===== config.mk =====
export PLATFORM = sky130hd
export DESIGN_NAME = mult_arbiter_flat
export DESIGN_NICKNAME = d
export VERILOG_FILES = /design/src/rtl/mult_arbiter_if.sv /design/src/rtl/mult_arbiter.sv /design/src/flat_wrapper.sv
export SDC_FILE = /design/constraint.sdc
export NUM_CORES = 1
export LEC_CHECK = 0
export CORE_MARGIN = 3
export CORE_UTILIZATION = 41
export CTS_CLUSTER_SIZE = 16
export DETAILED_ROUTE_END_ITERATION = 10
export GPL_TIMING_DRIVEN = 0
export PLACE_DENSITY = 0.78
export SLEW_MARGIN = 20
export SYNTH_ARGS = -nofsm -noshare
export SYNTH_HDL_FRONTEND = slang
export SYNTH_SLANG_ARGS = --single-unit

===== constraint.sdc =====
create_clock -name clock -period 1.8 [get_ports clock]
set_input_delay 0.36 -clock clock [delete_from_list [all_inputs] [get_ports clock]]
set_output_delay 0.36 -clock clock [all_outputs]
set_load 0.005 [all_outputs]

===== src/rtl/mult_arbiter_if.sv =====
// rtl/mult_arbiter_if.sv - requester and multiplier signal bundle for mult_arbiter
//
// Purpose: carries the N_REQ requester handshake (request, accept, response)
// and the shared shift-add multiplier bus (M/Q/START/READY/AQ).
//
// Signals:
//   req_valid   [N_REQ]        per-requester request, held until accepted
//   req_a/req_b [N_REQ*WIDTH]  operands, requester i at [i*WIDTH +: WIDTH]
//   req_ready   [N_REQ]        one-hot accept pulse
//   rsp_valid   [N_REQ]        one-hot, one-cycle result pulse
//   rsp_product [2*WIDTH]      result, meaningful only with rsp_valid
//   rsp_error                  1 = operation aborted by the watchdog
//   M, Q        [WIDTH]        operands presented to the multiplier
//   START                      multiplier start strobe
//   READY                      multiplier idle/done (high) or busy (low)
//   AQ          [2*WIDTH]      multiplier product
//
// Modports: slave = the arbiter, master = requesters plus multiplier.

interface mult_arbiter_if #(
  parameter int N_REQ = 2,
  parameter int WIDTH = 8
);
  logic [N_REQ-1:0]       req_valid;
  logic [N_REQ*WIDTH-1:0] req_a;
  logic [N_REQ*WIDTH-1:0] req_b;
  logic [N_REQ-1:0]       req_ready;
  logic [N_REQ-1:0]       rsp_valid;
  logic [2*WIDTH-1:0]     rsp_product;
  logic                   rsp_error;
  logic [WIDTH-1:0]       M;
  logic [WIDTH-1:0]       Q;
  logic                   START;
  logic                   READY;
  logic [2*WIDTH-1:0]     AQ;

  modport slave (
    input  req_valid, req_a, req_b, READY, AQ,
    output req_ready, rsp_valid, rsp_product, rsp_error, M, Q, START
  );

  modport master (
    output req_valid, req_a, req_b, READY, AQ,
    input  req_ready, rsp_valid, rsp_product, rsp_error, M, Q, START
  );
endinterface


===== src/rtl/mult_arbiter.sv =====
// rtl/mult_arbiter.sv - round-robin arbiter sharing one shift-add multiplier
//
// Purpose: grants one of N_REQ requesters at a time, latches its operands onto
// M/Q, pulses START, waits for READY to drop (busy) and rise again (done), and
// returns AQ to the winner. A watchdog turns a hung operation into an error
// response with a zero product.
//
// Ports:
//   clock   system clock, all state changes on the rising edge
//   reset   synchronous, active-high
//   bus     mult_arbiter_if.slave (requester handshake + multiplier bus)

module mult_arbiter #(
  parameter int N_REQ          = 2,
  parameter int WIDTH          = 8,
  parameter int TIMEOUT_CYCLES = 64
) (
  input  logic          clock,
  input  logic          reset,
  mult_arbiter_if.slave bus
);

  localparam int TW = $clog2(TIMEOUT_CYCLES + 1);
  localparam int PW = (N_REQ > 1) ? $clog2(N_REQ) : 1;

  typedef enum logic [2:0] {
    S_IDLE,
    S_ISSUE,
    S_WAIT_BUSY,
    S_WAIT_DONE,
    S_RESPOND
  } state_t;

  state_t             r_state;
  state_t             w_state_nxt;
  logic [PW-1:0]      r_ptr;
  logic [TW-1:0]      r_timer;
  logic [WIDTH-1:0]   r_m;
  logic [WIDTH-1:0]   r_q;
  logic [2*WIDTH-1:0] r_product;
  logic               r_error;

  logic [PW-1:0]      w_grant;
  logic [PW-1:0]      w_cand;
  logic               w_grant_vld;
  logic               w_accept;
  logic               w_timeout;
  logic [TW-1:0]      w_timer_inc;

  // Round-robin search: start just after the last winner so it ends up with
  // the lowest priority this round.
  always_comb begin
    w_grant     = r_ptr;
    w_cand      = r_ptr;
    w_grant_vld = 1'b0;
    for (int k = 1; k <= N_REQ; k++) begin
      w_cand = PW'((int'(r_ptr) + k) % N_REQ);
      if (!w_grant_vld && bus.req_valid[w_cand]) begin
        w_grant     = w_cand;
        w_grant_vld = 1'b1;
      end
    end
  end

  // A grant is only issued while the multiplier reports idle, so a multiplier
  // still busy from its own reset never sees a START it cannot honour.
  assign w_accept    = (r_state == S_IDLE) && w_grant_vld && bus.READY;
  assign w_timeout   = (r_timer >= TW'(TIMEOUT_CYCLES));
  assign w_timer_inc = w_timeout ? r_timer : r_timer + 1'b1;

  always_ff @(posedge clock) begin
    if (reset) begin
      r_state <= S_IDLE;
    end else begin
      r_state <= w_state_nxt;
    end
  end

  always_comb begin
    w_state_nxt   = r_state;
    bus.req_ready = '0;
    bus.rsp_valid = '0;
    bus.START     = 1'b0;
    case (r_state)
      S_IDLE: begin
        if (w_accept) begin
          bus.req_ready[w_grant] = 1'b1;
          w_state_nxt            = S_ISSUE;
        end
      end
      S_ISSUE: begin
        bus.START   = 1'b1;
        w_state_nxt = S_WAIT_BUSY;
      end
      S_WAIT_BUSY: begin
        // READY still high here is stale from the previous operation, not a
        // completion; only its falling edge moves us on.
        if (!bus.READY) begin
          w_state_nxt = S_WAIT_DONE;
        end else if (w_timeout) begin
          w_state_nxt = S_RESPOND;
        end
      end
      S_WAIT_DONE: begin
        if (bus.READY || w_timeout) begin
          w_state_nxt = S_RESPOND;
        end
      end
      S_RESPOND: begin
        bus.rsp_valid[r_ptr] = 1'b1;
        w_state_nxt          = S_IDLE;
      end
      default: begin
        w_state_nxt = S_IDLE;
      end
    endcase
  end

  always_ff @(posedge clock) begin
    if (reset) begin
      r_ptr     <= PW'(N_REQ - 1);
      r_timer   <= '0;
      r_m       <= '0;
      r_q       <= '0;
      r_product <= '0;
      r_error   <= 1'b0;
    end else begin
      if (w_accept) begin
        r_ptr <= w_grant;
        r_m   <= bus.req_a[int'(w_grant)*WIDTH +: WIDTH];
        r_q   <= bus.req_b[int'(w_grant)*WIDTH +: WIDTH];
      end
      case (r_state)
        S_ISSUE: begin
          // Counts from the START cycle, so the watchdog bounds START to done.
          r_timer <= TW'(1);
        end
        S_WAIT_BUSY: begin
          if (bus.READY) begin
            if (w_timeout) begin
              r_product <= '0;
              r_error   <= 1'b1;
            end else begin
              r_timer <= w_timer_inc;
            end
          end
        end
        S_WAIT_DONE: begin
          if (bus.READY) begin
            r_product <= bus.AQ;
            r_error   <= 1'b0;
          end else if (w_timeout) begin
            r_product <= '0;
            r_error   <= 1'b1;
          end else begin
            r_timer <= w_timer_inc;
          end
        end
        default: begin
        end
      endcase
    end
  end

  assign bus.M           = r_m;
  assign bus.Q           = r_q;
  assign bus.rsp_product = r_product;
  assign bus.rsp_error   = r_error;

endmodule


===== src/flat_wrapper.sv =====
// flat-port wrapper written by rule: the top's interface ports become plain ports
module mult_arbiter_flat 
#(
  parameter int N_REQ          = 2,
  parameter int WIDTH          = 8,
  parameter int TIMEOUT_CYCLES = 64
)
  (clock, reset, bus_req_valid, bus_req_a, bus_req_b, bus_READY, bus_AQ, bus_req_ready, bus_rsp_valid, bus_rsp_product, bus_rsp_error, bus_M, bus_Q, bus_START);
  mult_arbiter_if #(.N_REQ(N_REQ), .WIDTH(WIDTH)) bus_i ();
  input  logic clock;
  input  logic reset;
  input wire logic [$bits(bus_i.req_valid)-1:0] bus_req_valid;
  input wire logic [$bits(bus_i.req_a)-1:0] bus_req_a;
  input wire logic [$bits(bus_i.req_b)-1:0] bus_req_b;
  input wire logic [$bits(bus_i.READY)-1:0] bus_READY;
  input wire logic [$bits(bus_i.AQ)-1:0] bus_AQ;
  output wire logic [$bits(bus_i.req_ready)-1:0] bus_req_ready;
  output wire logic [$bits(bus_i.rsp_valid)-1:0] bus_rsp_valid;
  output wire logic [$bits(bus_i.rsp_product)-1:0] bus_rsp_product;
  output wire logic [$bits(bus_i.rsp_error)-1:0] bus_rsp_error;
  output wire logic [$bits(bus_i.M)-1:0] bus_M;
  output wire logic [$bits(bus_i.Q)-1:0] bus_Q;
  output wire logic [$bits(bus_i.START)-1:0] bus_START;
  assign bus_i.req_valid = bus_req_valid;
  assign bus_i.req_a = bus_req_a;
  assign bus_i.req_b = bus_req_b;
  assign bus_i.READY = bus_READY;
  assign bus_i.AQ = bus_AQ;
  assign bus_req_ready = bus_i.req_ready;
  assign bus_rsp_valid = bus_i.rsp_valid;
  assign bus_rsp_product = bus_i.rsp_product;
  assign bus_rsp_error = bus_i.rsp_error;
  assign bus_M = bus_i.M;
  assign bus_Q = bus_i.Q;
  assign bus_START = bus_i.START;
  mult_arbiter #(.N_REQ(N_REQ), .WIDTH(WIDTH), .TIMEOUT_CYCLES(TIMEOUT_CYCLES)) u_core (.clock(clock), .reset(reset), .bus(bus_i));
endmodule

Word-level counts from Yosys, hierarchy flattened
Index checks and enable logic that the tools add are counted.
{"block": "word_totals", "wordCells": 74, "rom_bits": 0, "out_inout_bits": 38, "mem_bits_rw": 0, "latchBits": 0, "reg_bits": 44, "n_memories": 0, "input_bits": 53}
{"block": "op_classes", "addsub": 3, "muxes": 33, "n_lt_le_gt_ge": 7, "shift": 2, "n_div": 0, "n_reduce_logical": 13, "eq_ne": 9, "mul": 0, "n_bitwise": 0}
{"operator": "16-bit two-way mux", "count": 3}
{"operator": "16-bit case mux with 2 select lines", "count": 1}
{"operator": "16-bit by 5-bit indexed part select with 8-bit output", "count": 2}
{"operator": "7-bit two-way mux", "count": 3}
{"operator": "7-bit case mux with 3 select lines", "count": 1}
{"operator": "1-bit two-way mux", "count": 14}
{"operator": "3-bit two-way mux", "count": 4}
{"operator": "3-bit case mux with 4 select lines", "count": 1}
{"operator": "1-bit by 2-bit less-than comparator with 1-bit output (second input constant)", "count": 4}
{"operator": "7-bit by 1-bit adder with 7-bit output (second input constant)", "count": 1}
{"operator": "7-bit >= comparator (second input constant)", "count": 1}
{"operator": "3-bit by 2-bit == test with 1-bit output (second input constant)", "count": 2}
{"operator": "2-bit two-way mux", "count": 3}
{"operator": "3-bit AND reduction", "count": 2}
{"operator": "1-bit logical AND", "count": 5}
{"operator": "2-bit by 1-bit != test with 1-bit output (second input constant)", "count": 2}
{"operator": "2-bit != test (second input constant)", "count": 2}
{"operator": "3-bit by 1-bit == test with 1-bit output (second input constant)", "count": 1}
{"operator": "3-bit == test (second input constant)", "count": 1}
{"operator": "3-bit zero test", "count": 1}
{"operator": "3-bit by 2-bit != test with 1-bit output (second input constant)", "count": 1}
{"operator": "3-bit nonzero test", "count": 1}
{"operator": "1-bit adder (second input constant)", "count": 2}
{"operator": "1-bit demux with 1-bit select", "count": 2}
{"operator": "6 further kinds", "count": 7}

Longest topological paths before layout
{"block": "logic_depth", "depth_word": 13, "ltp_mapped": 7, "ltp_nobuf": 4}

Worst setup path after synthesis
No wires, ideal clock.
{"block": "synth_timing", "path_type": "input to output", "startpoint": "input port bus_READY", "endpoint": "output port bus_req_ready[0]", "path_stages": 5, "path_buffers": 2, "t_arrival_ns": 1.320, "required_ns": 1.440, "setup_slack_ns": 0.120, "cell_sequence": "buf_4 > o21ai_1 > nor4_4 > clkbuf_1 > and2_1"}
{"block": "synth_via", "elab_chain_len": 3}
{"element": "from (decl)", "line": "flat_wrapper.sv:15", "text": "input wire logic [$bits(bus_i.READY)-1:0] bus_READY;"}
{"element": "1-bit logical AND", "line": "mult_arbiter.sv:67", "text": "assign w_accept = (r_state == S_IDLE) && w_grant_vld && bus.READY;"}
{"element": "2-bit two-way mux", "line": "mult_arbiter.sv:86", "text": "if (w_accept) begin"}
{"element": "2-bit two-way mux", "line": "mult_arbiter.sv:84", "text": "case (r_state)"}
{"element": "to (decl)", "line": "flat_wrapper.sv:17", "text": "output wire logic [$bits(bus_i.req_ready)-1:0] bus_req_ready;"}
No other way between the ends.

Final worst setup path
{"block": "layout_timing", "startpoint": "register u_core.r_state[0]", "endpoint": "output port bus_req_ready[1]"}
{"block": "layout_via", "elab_chain_len": 5}
{"element": "from (decl)", "line": "mult_arbiter.sv:34", "text": "state_t r_state;"}
{"element": "from (signal assigned)", "line": "mult_arbiter.sv:75", "text": "r_state <= w_state_nxt;"}
{"element": "3-bit zero test (*)", "line": "mult_arbiter.sv:67, mult_arbiter.sv:84"}
{"element": "1-bit logical AND (2 in a row)", "line": "mult_arbiter.sv:67"}
{"element": "2-bit two-way mux", "line": "mult_arbiter.sv:86"}
{"element": "2-bit two-way mux (*)", "line": "mult_arbiter.sv:84"}
Mark *: on every way between the ends. The rest lies on a longest branch, timed or not.

==> flow_summary_export.csv <==
group,metric,value,unit
sta,skew,0.00513,ns
setup_path,cp_max_fo,3,
grt,grt_pass1_wl,8830,um
clocking,cts.sinks,44,
synth,ys_seq_elements,44,
sta,setup_violations,3,
floorplanning,ios,91,
floorplanning,core,0.00450,mm2
floorplanning,die_h,75.4,um
cells_and_area,final_common_cell,"clkdlybuf4s50_1",
drt,drt_wl_total,5450,um
synth,synth-warning-count,0,
floorplanning,std_cell_rows,24,
sta,period_needed,1.92,ns
setup_path,slowest_delay,0.53,ns
cells_and_area,fin_area,0.00316,mm2
setup_path,timing.critical_path.buf_inv,2,
setup_path,cp_top_family,"simple AND/OR/NAND/NOR gates",
setup_path,arrival,1.56,ns
run_status,status,"finished, violations left",
setup_path,critPathLaunchType,"flip-flop",
floorplanning,start_util,0.439,
power_and_ir_drop,swShare,0.280,
clocking,cts_tree,"done",
cells_and_area,drive_above_1_share,0.153,
sta,hold_viol,0,
setup_path,path_class,"flip-flop to output port",
run_status,violations,"setup timing",
grt,grt_pass1_vias,1888,
power_and_ir_drop,seq_power_share,0.406,
grt,grt-ovfl-total,0,
grt,grt_start_max_net_pins,15,
clocking,path_clk_slew,0.08,ns
sta,slew_headroom,0.649,
power_and_ir_drop,power_switching,793,uW
cells_and_area,multi_input_area,0.00101,mm2
drt,drc,0,
setup_path,cp_cell_sequence,"buf_12, or4_4, nor2_4, buf_6",
drt,vias_per_cell,5.17,
cells_and_area,fillCellCount,351,
synth,synth-edff-count,0,
power_and_ir_drop,irDropWorstVdd,0.667,mV
run,max_cap_viol_count,0,
place,numPortBuffers,89,
setup_path,critical_path.endpoint_type,"output port",
setup_path,crit_slowest_cell,"or4_4",
min_path,min_path_type,"flip-flop to flip-flop",
clocking,clock_latency,0.30,ns
drt,final_antenna_net_count,0,
synth,syn_area,0.00198,mm2
cells_and_area,seq_area,890,um2
synth,ys_types,41,
synth,syn_inst,208,
sta,maxSlewViolCount,0,
floorplanning,die_x,75.4,um
power_and_ir_drop,internal_power,2.04,mW
sta,tightest_slew,0.526,ns
sta,final.period_utilization,1.07,
drt,wl_per_cell,14.9,um
synth,async_reset_ff_frac,0,
place,dp_hpwl,3930,um
place,placed_cell_area,0.00293,mm2
setup_path,regToRegSetupSlack,0.20,ns
power_and_ir_drop,pwr-share-clk,0.282,
grt,track_usage,0.204,
sta,fmax,0.520,GHz
place,place_ws,-0.958,ns
power_and_ir_drop,power_leakage,1.22,nW
cells_and_area,antenna_cells,0,
cells_and_area,syn_to_final_growth,60.1,%
floorplanning,die_area,0.00569,mm2
setup_path,required,1.44,ns
synth,avgSynthCellArea,9.50,um2
grt,grt_antenna_before_repair,0,
cells_and_area,layout.nets,367,
clocking,root_buffer,"clkbuf_8",
cells_and_area,final_util,0.702,
cells_and_area,final_cell_mix,"clkdlybuf4s50_1, dfxtp_1, nor2_1",
synth,synth_top_flop_cell,"dfxtp_1",
clocking,cts_buffer_depth,2,
clocking,cts_made_buffers,5,
drt,first_iter_violations,62,
power_and_ir_drop,powerDensity,895,mW/mm2
drt,dr_total_vias,1887,
sta,rsz0062_at_grt,"true",
synth,syn-num-nets,263,
place,place_congestion,0.765,
drt,dr.pass1.iters,4,
sta,setup_slack,-0.125,ns
power_and_ir_drop,p_comb_frac,0.311,
clocking,htree_levels,2,
synth,seq_area_frac_synth,0.446,
-- area by class of cell --
cell class | instances | share of cell area
plain buffers | 14 | 0.0301
clock inverters | 2 | 0.0123
multi-input cells | 144 | 0.319
well taps | 52 | 0.0206
flip-flops and latches | 44 | 0.281
clock buffers | 6 | 0.0261
inverters | 4 | 0.00475
repair buffers | 99 | 0.306
-- path summary, 6_finish.rpt --
check,start,to,cells past startpoint
setup reg to reg,u_core.r_ptr$_SDFFE_PP1P_,u_core.bus.M[5]$_SDFFE_PP0P_,6
hold reg to reg,u_core.r_timer[5]$_SDFFE_PP0P_,u_core.r_timer[5]$_SDFFE_PP0P_,1
hold / removal,u_core.r_timer[5]$_SDFFE_PP0P_,u_core.r_timer[5]$_SDFFE_PP0P_,1
setup / recovery,u_core.r_state[0]$_SDFFE_PP0P_,bus_req_ready[1],4
-- synthesized netlist by cell type (2+ instances only) --
cell,count,share of area
a211oi_1,17,0.065
a21oi_1,9,0.023
a22oi_1,16,0.061
and2_1,2,0.0063
buf_2,6,0.015
buf_4,3,0.011
buf_6,2,0.011
clkbuf_1,5,0.0095
dfxtp_1,44,0.45
ha_1,2,0.013
inv_1,4,0.0076
mux2i_1,17,0.086
nand2_1,3,0.0057
nand2b_1,3,0.0095
nand3_1,3,0.0076
nor2_1,40,0.076
nor3_1,2,0.0051
o21a_1,2,0.0076
o21ai_0,4,0.010
or3_1,3,0.0095
-- cell families after synthesis --
group                      share of synthesized area
muxes                                         0.0918
DFF                                            0.446
adders and majority gates                     0.0177
buffers and inverters                         0.0551
AOI/OAI and AO/OA                              0.198
and+or+nand+nor                                0.183
xor gates and xnor gates                     0.00824
-- sequential cells by signal, indices dropped and copies added (netlist names) --
name,cells
u_core.r_timer,7
u_core.r_ptr,1
u_core.r_state,3
u_core.bus.M,8
u_core.bus.rsp_error,1
u_core.bus.Q,8
u_core.bus.rsp_product,16
-- metrics by stage --
step	instances	total power [mW]	hold slack [ns]	TNS, ns
6_report	365	2.83	0.486	-0.175
5_1_grt	365	2.98	0.507	-0.293
4_1_cts	364	2.84	0.481	-0.135
3_5_place_dp	349	1.97	0.465	-5.41
3_3_place_gp	349	1.95	0.456	-4.89
2_1_floorplan	208	1.60	0.440	0
-- per-layer routing --
metal / vias to the layer above / share of wire / GRT usage
met4: 0 / 0.013 / 0.0641
met3: 6 / 0.050 / 0.0567
met1: 881 / 0.43 / 0.248
met2: 41 / 0.50 / 0.350
li1: 959 / - / -
met5: - / 0 / 0
-- power groups by stage --
| stage | logic (mW) | clock network (mW) | registers [mW] |
|---|---|---|---|
| after global routing | 0.960 | 0.850 | 1.16 |
| after floorplan | 0.445 | 0 | 1.15 |
| after CTS | 0.873 | 0.812 | 1.15 |
| final | 0.882 | 0.799 | 1.15 |
| after global placement | 0.801 | 0 | 1.15 |
| after detailed placement | 0.811 | 0 | 1.16 |
-- repair_timing --
| action | CTS | global route |
|---|---|---|
| setup endpoints to repair | 5 | 7 |
| hold buffers | 0 | 0 |
| setup buffers | 9 | 1 |
| pin swaps | 3 | 2 |
| gates resized for setup | 29 | 1 |
Power figures use the tool's default switching activity.
